File: config.mk
export PLATFORM = sky130hd
export DESIGN_NAME = lfsr_rng
export DESIGN_NICKNAME = d
export VERILOG_FILES = /design/src/rtl/lfsr_pkg.sv /design/src/rtl/lfsr_rng_core.sv /design/src/rtl/lfsr_rng.sv
export SDC_FILE = /design/constraint.sdc
export NUM_CORES = 1
export LEC_CHECK = 0
export CORE_MARGIN = 5
export CORE_UTILIZATION = 48
export CTS_CLUSTER_SIZE = 25
export DETAILED_ROUTE_END_ITERATION = 10
export PLACE_DENSITY = 0.81
export SETUP_SLACK_MARGIN = 0.05
export SKIP_CTS_REPAIR_TIMING = 1
export SKIP_LAST_GASP = 1
export SYNTH_ARGS = -nofsm -noshare
export SYNTH_HDL_FRONTEND = slang
export SYNTH_SLANG_ARGS = --single-unit
File: constraint.sdc
create_clock -name clk -period 2.15 [get_ports clk]
set_input_delay 0.215 -clock clk [delete_from_list [all_inputs] [get_ports clk]]
set_output_delay 0.215 -clock clk [all_outputs]
set_load 0.01 [all_outputs]
File: src/rtl/lfsr_pkg.sv
// Shared definitions for the game RNG: maximal-length XNOR tap table and FSM states.
package lfsr_pkg;

  typedef enum logic {
    IDLE   = 1'b0,
    SEARCH = 1'b1
  } rng_state_t;

  // Bit (n-1) of the mask selects tap n, where tap 1 is the newest bit.
  function automatic logic [15:0] TAPS(input int unsigned width);
    logic [15:0] m;
    m = '0;
    case (width)
      3:       m = 16'h0006;
      4:       m = 16'h000C;
      5:       m = 16'h0014;
      6:       m = 16'h0030;
      7:       m = 16'h0060;
      8:       m = 16'h00B8;
      9:       m = 16'h0110;
      10:      m = 16'h0240;
      11:      m = 16'h0500;
      12:      m = 16'h0829;
      13:      m = 16'h100D;
      14:      m = 16'h2015;
      15:      m = 16'h6000;
      16:      m = 16'hD008;
      default: m = '0;
    endcase
    return m;
  endfunction

endpackage

File: src/rtl/lfsr_rng_core.sv
// XNOR Fibonacci LFSR register with seed loading and all-ones lockup substitution.
module lfsr_core
  import lfsr_pkg::*;
#(
  parameter int unsigned WIDTH = 10
) (
  input  logic             clk,
  input  logic             reset,
  input  logic             step,
  input  logic             seed_load,
  input  logic [WIDTH-1:0] seed,
  output logic [WIDTH-1:0] state,
  output logic             lockup
);

  localparam logic [15:0]      LP_TAPS = TAPS(WIDTH);
  localparam logic [WIDTH-1:0] LP_ONES = '1;

  logic [WIDTH-1:0] r_state;
  logic             r_lockup;
  logic             w_fb;

  assign w_fb = ~(^(r_state & LP_TAPS[WIDTH-1:0]));

  always_ff @(posedge clk) begin
    if (reset) begin
      r_state  <= '0;
      r_lockup <= 1'b0;
    end else begin
      r_lockup <= 1'b0;
      if (seed_load) begin
        if (seed == LP_ONES) begin
          r_state  <= '0;
          r_lockup <= 1'b1;
        end else begin
          r_state <= seed;
        end
      end else if (r_state == LP_ONES) begin
        // All-ones is a fixed point of an XNOR LFSR; escape it regardless of step.
        r_state  <= '0;
        r_lockup <= 1'b1;
      end else if (step) begin
        r_state <= {r_state[WIDTH-2:0], w_fb};
      end
    end
  end

  assign state  = r_state;
  assign lockup = r_lockup;

endmodule

File: src/rtl/lfsr_rng.sv
// Game RNG: free-running LFSR plus a req/valid port returning a value below a
// runtime limit by rejection sampling, with a bounded number of tries.
module lfsr_rng
  import lfsr_pkg::*;
#(
  parameter int unsigned WIDTH     = 10,
  parameter int unsigned OUT_W     = 8,
  parameter int unsigned MAX_TRIES = 16
) (
  input  logic             clk,
  input  logic             reset,
  input  logic             enable,
  input  logic             seed_load,
  input  logic [WIDTH-1:0] seed,
  input  logic             req,
  input  logic [OUT_W-1:0] limit,
  output logic             busy,
  output logic             valid,
  output logic [OUT_W-1:0] value,
  output logic             fallback,
  output logic [WIDTH-1:0] state,
  output logic             lockup
);

  if (WIDTH < 3 || WIDTH > 16) begin : g_bad_width
    $error("lfsr_rng: WIDTH must be within 3..16");
  end
  if (OUT_W < 1 || OUT_W > WIDTH) begin : g_bad_out_w
    $error("lfsr_rng: OUT_W must be within 1..WIDTH");
  end
  if (MAX_TRIES < 1) begin : g_bad_tries
    $error("lfsr_rng: MAX_TRIES must be at least 1");
  end

  localparam int unsigned LP_AW = (MAX_TRIES > 1) ? $clog2(MAX_TRIES) : 1;

  rng_state_t       r_fsm;
  logic [OUT_W-1:0] r_limit;
  logic [OUT_W-1:0] r_value;
  logic [LP_AW-1:0] r_attempts;
  logic             r_busy;
  logic             r_valid;
  logic             r_fallback;

  logic             w_step;
  logic [OUT_W-1:0] w_cand;
  logic             w_hit;
  logic             w_last;

  assign w_step = (r_fsm == SEARCH) | enable;
  assign w_cand = state[OUT_W-1:0];
  assign w_hit  = (w_cand < r_limit);
  assign w_last = (r_attempts == LP_AW'(MAX_TRIES - 1));

  lfsr_core #(
    .WIDTH(WIDTH)
  ) u_core (
    .clk      (clk),
    .reset    (reset),
    .step     (w_step),
    .seed_load(seed_load),
    .seed     (seed),
    .state    (state),
    .lockup   (lockup)
  );

  always_ff @(posedge clk) begin
    if (reset) begin
      r_fsm      <= IDLE;
      r_limit    <= '0;
      r_value    <= '0;
      r_attempts <= '0;
      r_busy     <= 1'b0;
      r_valid    <= 1'b0;
      r_fallback <= 1'b0;
    end else begin
      r_valid <= 1'b0;
      case (r_fsm)
        IDLE: begin
          if (req) begin
            r_limit    <= limit;
            r_attempts <= '0;
            if (limit == '0) begin
              r_value    <= '0;
              r_fallback <= 1'b1;
              r_valid    <= 1'b1;
            end else begin
              r_fsm  <= SEARCH;
              r_busy <= 1'b1;
            end
          end
        end
        SEARCH: begin
          if (w_hit) begin
            r_value    <= w_cand;
            r_fallback <= 1'b0;
            r_valid    <= 1'b1;
            r_fsm      <= IDLE;
            r_busy     <= 1'b0;
          end else if (w_last) begin
            r_value    <= '0;
            r_fallback <= 1'b1;
            r_valid    <= 1'b1;
            r_fsm      <= IDLE;
            r_busy     <= 1'b0;
          end else begin
            r_attempts <= r_attempts + 1'b1;
          end
        end
        default: begin
          r_fsm  <= IDLE;
          r_busy <= 1'b0;
        end
      endcase
    end
  end

  assign busy     = r_busy;
  assign valid    = r_valid;
  assign value    = r_value;
  assign fallback = r_fallback;

endmodule

---- After elaboration in Yosys (flattened, before gate mapping) ----
Index checks and enable logic that the tools add are counted.
operators by class
  add/sub/neg operators ................... 1
  multipliers ............................. 0
  div/mod/pow operators ................... 0
  magnitude comparators ................... 1
  eq/ne operators ......................... 9
  shifts and indexed selects .............. 0
  muxes and demuxes ....................... 36
  bitwise gates (word level) .............. 3
  reduce and logical (&&, ||, !) cells .... 7
operator list
  kind                    count
  $mux W10                4
  $mux W8                 4
  $eq A10 B10 Y1 const B  2
  $mux W1                 19
  $pmux W8 S2             1
  $mux W4                 3
  $ne A2 B2 Y1 const B    5
  $reduce_xor A10 Y1      1
  $reduce_and A3 Y1       3
  $logic_not A8 Y1        1
  $lt A8 B8 Y1            1
  $pmux W1 S2             4
  $pmux W4 S2             1
  $add A4 B1 Y4 const B   1
  $eq A4 B4 Y1 const B    1
  $ne A3 B1 Y1 const B    1
  $reduce_bool A3 Y1      1
  $not A1 Y1              2
  $reduce_and A2 Y1       1
  $or A1 B1 Y1            1
storage, ports and cells
  flip-flop bits (word level) ............. 35
  latch bits .............................. 0
  bits in writable memories ............... 0
  ROM bits ................................ 0
  word-level logic and storage cells ...... 66
  memories ................................ 0

---- Longest topological paths before layout ----
  depth in word-level cells ............... 5
  gate-level depth with buffers ........... 8
  gate-level depth less buffers ........... 7

---- By module ----
Synthesis repeated with hierarchy kept, for this count alone.
unflattened totals
  cell total of the unflattened synthesis .. 222
  area, all modules ....................... 1861.8 um^2
by module, submodules not included
  module     times used  cells an instance  area an instance (um^2)  seq. area each (um^2)
  lfsr_rng   1           141                1214.9                   480.5
  lfsr_core  1           81                 646.9                    220.2

---- Worst setup path after synthesis ----
No wires, ideal clock.
  path type ............................... register -> register
  from .................................... reg u_core.r_state[7], in the netlist u_core.state[7]
  to ...................................... reg r_attempts[3]
  setup time .............................. 86 ps
  arrival time ............................ 1846 ps
  setup slack ............................. 218 ps
  stages on the path, launching flop included .. 7
  buffers on the path ..................... 0
  clock period less this slack ............ 1932 ps
  cell sequence ........................... dfxtp_1 > ha_1 > nand2_1 > nor2_1 > a31oi_2 > or4_1 > a211oi_1
on the way
  longest elaborated chain between the ends .. 3
RTL lines
  element                      RTL line             text
  from (decl)                  lfsr_rng_core.sv:19  logic [WIDTH-1:0] r_state;
  from (signal assigned)       lfsr_rng_core.sv:43  r_state <= {r_state[WIDTH-2:0], w_fb};
  $lt A8 B8 Y1                 lfsr_rng.sv:52       assign w_hit = (w_cand < r_limit);
  $ne A2 B2 Y1 (no line)       --
  $reduce_and A3 Y1 (no line)  --
  to (signal assigned)         lfsr_rng.sv:107      r_attempts <= r_attempts + 1'b1;
  to (decl)                    lfsr_rng.sv:40       logic [LP_AW-1:0] r_attempts;
Every way passes these cells.
A chain may end at the register's enable or synchronous reset.

---- Final worst setup path ----
  from .................................... reg r_limit[1]
  to ...................................... reg r_value[5], in the netlist value[5]
on the way
  longest elaborated chain between the ends .. 3
RTL lines
  element                                                            RTL line        text
  from (decl)                                                        lfsr_rng.sv:38  logic [OUT_W-1:0] r_limit;
  from (signal assigned)                                             lfsr_rng.sv:81  r_limit <= limit;
  $lt A8 B8 Y1 (*)                                                   lfsr_rng.sv:52
  $ne A3 B1 Y1 (no line) / $mux W8 (equally long branches)           --
  $reduce_and A3 Y1 (no line) / $pmux W8 S2 (equally long branches)  --
  to (signal assigned)                                               lfsr_rng.sv:95  r_value <= w_cand;
  to (decl)                                                          lfsr_rng.sv:39  logic [OUT_W-1:0] r_value;
Every way passes the cells marked *; elsewhere a longest branch is shown, timed or not.

==> impl_metrics.json <==
{
  "htreeDepth": 2,
  "cts_buffers": 5,
  "grt_first_pass_wirelength_um": 7400,
  "worst_hold_slack_ns": 0.439,
  "clock_skew_ns": 0.00914,
  "die_w_um": 69.4,
  "final_cell_mix": "clkdlybuf4s50_1 (44), nand2_1 (42), dfxtp_1 (35), a21oi_1 (24), inv_1 (14)",
  "die_area_mm2": 0.00482,
  "rows": 21,
  "max_freq_mhz": 506,
  "cts.sinks": 35,
  "synthCells": 210,
  "io_buffers": 44,
  "netlist_area_mm2": 0.00170,
  "hold_viol": 0,
  "layout_min_cycle_time_ns": 1.98,
  "cts.clk_slew.worst_paths_ns": 0.11,
  "ys_seq_area_share_pct": 41.3,
  "cts_tree": "yes",
  "max_cap_viol_count": 0,
  "yosysWarnings": 0,
  "avgViaCountPerCell": 5.43,
  "synth.area.top_cells": "dfxtp_1 (41%), nand2_1 (9.3%), a21oi_1 (7.1%)",
  "clockBufferDepth": 2,
  "grt.overflow.total": 0,
  "drive_above_1_share_pct": 9.47,
  "antenna_left": 0,
  "path_class": "reg2reg",
  "worstPathArrival_ns": 2.20,
  "wl_um": 4550,
  "syn_nets": 241,
  "powerDensity_mw_per_mm2": 719,
  "setup_viol": 0,
  "drc_errors": 0,
  "syn_to_final_growth_pct": 38.6,
  "layout.nets": 294,
  "fin_setup_tns_ns": 0,
  "ys_ff_latch": 35,
  "worst_slack_ns": 0.173,
  "pre_cts_slack_ns": 0.144,
  "syn_avg_cell_area_um2": 8.07,
  "dp_hpwl_um": 3360,
  "power_mw": 1.69,
  "n_fill_cell": 266,
  "die_h_um": 69.4,
  "leakagePower_nw": 0.854,
  "initial_utilization_pct": 50.0,
  "cp.required_ns": 2.37,
  "antenna_found_initial": 0,
  "grt_pass1_vias": 1589,
  "grt_max_degree": 36,
  "outcome": "completed",
  "drtIter0Drc": 219,
  "startpoint_type": "flop",
  "drv_slew": 0,
  "tightest_slew_ns": 0.829,
  "diodes": 0,
  "first_pass_iters": 5,
  "vias": 1682,
  "clock_latency_ns": 0.34,
  "cts_root_buf": "clkbuf_4",
  "core_mm2": 0.00339,
  "io_pins": 45,
  "synth_area_leader_cell": "dfxtp_1",
  "grt_use_total_pct": 18.9,
  "mostFrequentLayoutCell": "clkdlybuf4s50_1",
  "hp-class": "in2reg",
  "relSlewSlack_pct": 44.5,
  "gp_congestion": 0.912,
  "vdd_drop_max_v": 0.000388,
  "rsz0062_at_grt": "false",
  "synth_top_area_share_pct": 41.3,
  "synth.distinct_cells": 34,
  "cp_max_fo": 18,
  "post-route-period-util_pct": 92.0,
  "end_kind": "flop",
  "post_drt_wl_per_cell_um": 14.7
}
[sequential cells by signal (all words and copies together), names as in the netlist, 4 cells and up]
| register | cells |
|---|---|
| r_limit | 8 |
| value | 8 |
| r_attempts | 4 |
| u_core.state | 10 |
[critical path, stage by stage (launching register included)]
cell and delay (ns):
dfxtp_1 0.35, inv_1 0.05, ha_1 0.26, a2111o_1 0.46, a311oi_4 0.28, buf_4 0.24, nand3b_1 0.13, a21oi_1 0.08
[kinds of logic after synthesis]
group	after synthesis	synth area share, %
buf+inv	24	5.76
fa+ha+maj	8	5.90
flops	35	41.3
simple gates	82	23.0
compound gates	60	23.5
xor+xnor	1	0.517
[layer usage]
metal	vias up	wire length (um)	GRT usage, %
met3	7	318	5.65
met2	61	2080	30.0
met1	766	2070	23.8
met5	-	0	0
met4	0	78	7.59
li1	848	-	-
[power breakdown]
group	internal (mW)	switching, mW	total [mW]
combinational	0.180	0.194	0.374
clock	0.361	0.239	0.600
sequential	0.686	0.0287	0.715
total	1.23	0.461	1.69
[worst paths after layout]
check                                start    endpoint  slack [ns]  depth (start not counted)
worst min-delay path              limit[2]  r_limit[2]        0.44                          3
worst min register to register  r_limit[1]  r_limit[1]        0.47                          2
worst max register to register  r_limit[1]    value[5]        0.17                          7
worst max-delay path            r_limit[1]    value[5]        0.17                          7
[metrics by stage]
| step | cell area (um^2) | cells | utilization, % |
|---|---|---|---|
| CTS | 2340 | 310 | 69.1 |
| floorplan | 1700 | 210 | - |
| detailed placement | 2240 | 302 | 66.0 |
| global placement | 2240 | 302 | 66.0 |
| finish | 2350 | 310 | 69.3 |
| global route | 2350 | 310 | 69.3 |
[cells in the mapped netlist, drive strengths merged]
cell type / count
or4: 1
nand4: 3
dfxtp: 35
nor3: 1
nor2: 10
nand3b: 8
o31ai: 1
buf: 2
nor4: 4
nand3: 4
a2111o: 1
clkbuf: 8
or3: 2
a31o: 1
o311ai: 1
a31oi: 2
and2: 1
o41a: 1
a21oi: 24
nor2b: 3
ha: 8
or3b: 1
inv: 14
nand2: 42
a221oi: 4
o211ai: 4
a311oi: 1
a211oi: 8
o21ai: 12
nand2b: 2
xnor2: 1
[final cells by class]
cell class	instances	area (um^2)	share of cell area, %
clock buffers	5	37.5	1.60
clock inverters	3	67.6	2.88
inverters	14	52.6	2.24
multi-input cells	151	903	38.4
flip-flops and latches	35	701	29.8
well taps	46	57.6	2.45
repair buffers	56	531	22.6
Note: power is estimated with default switching activity, not from simulation.
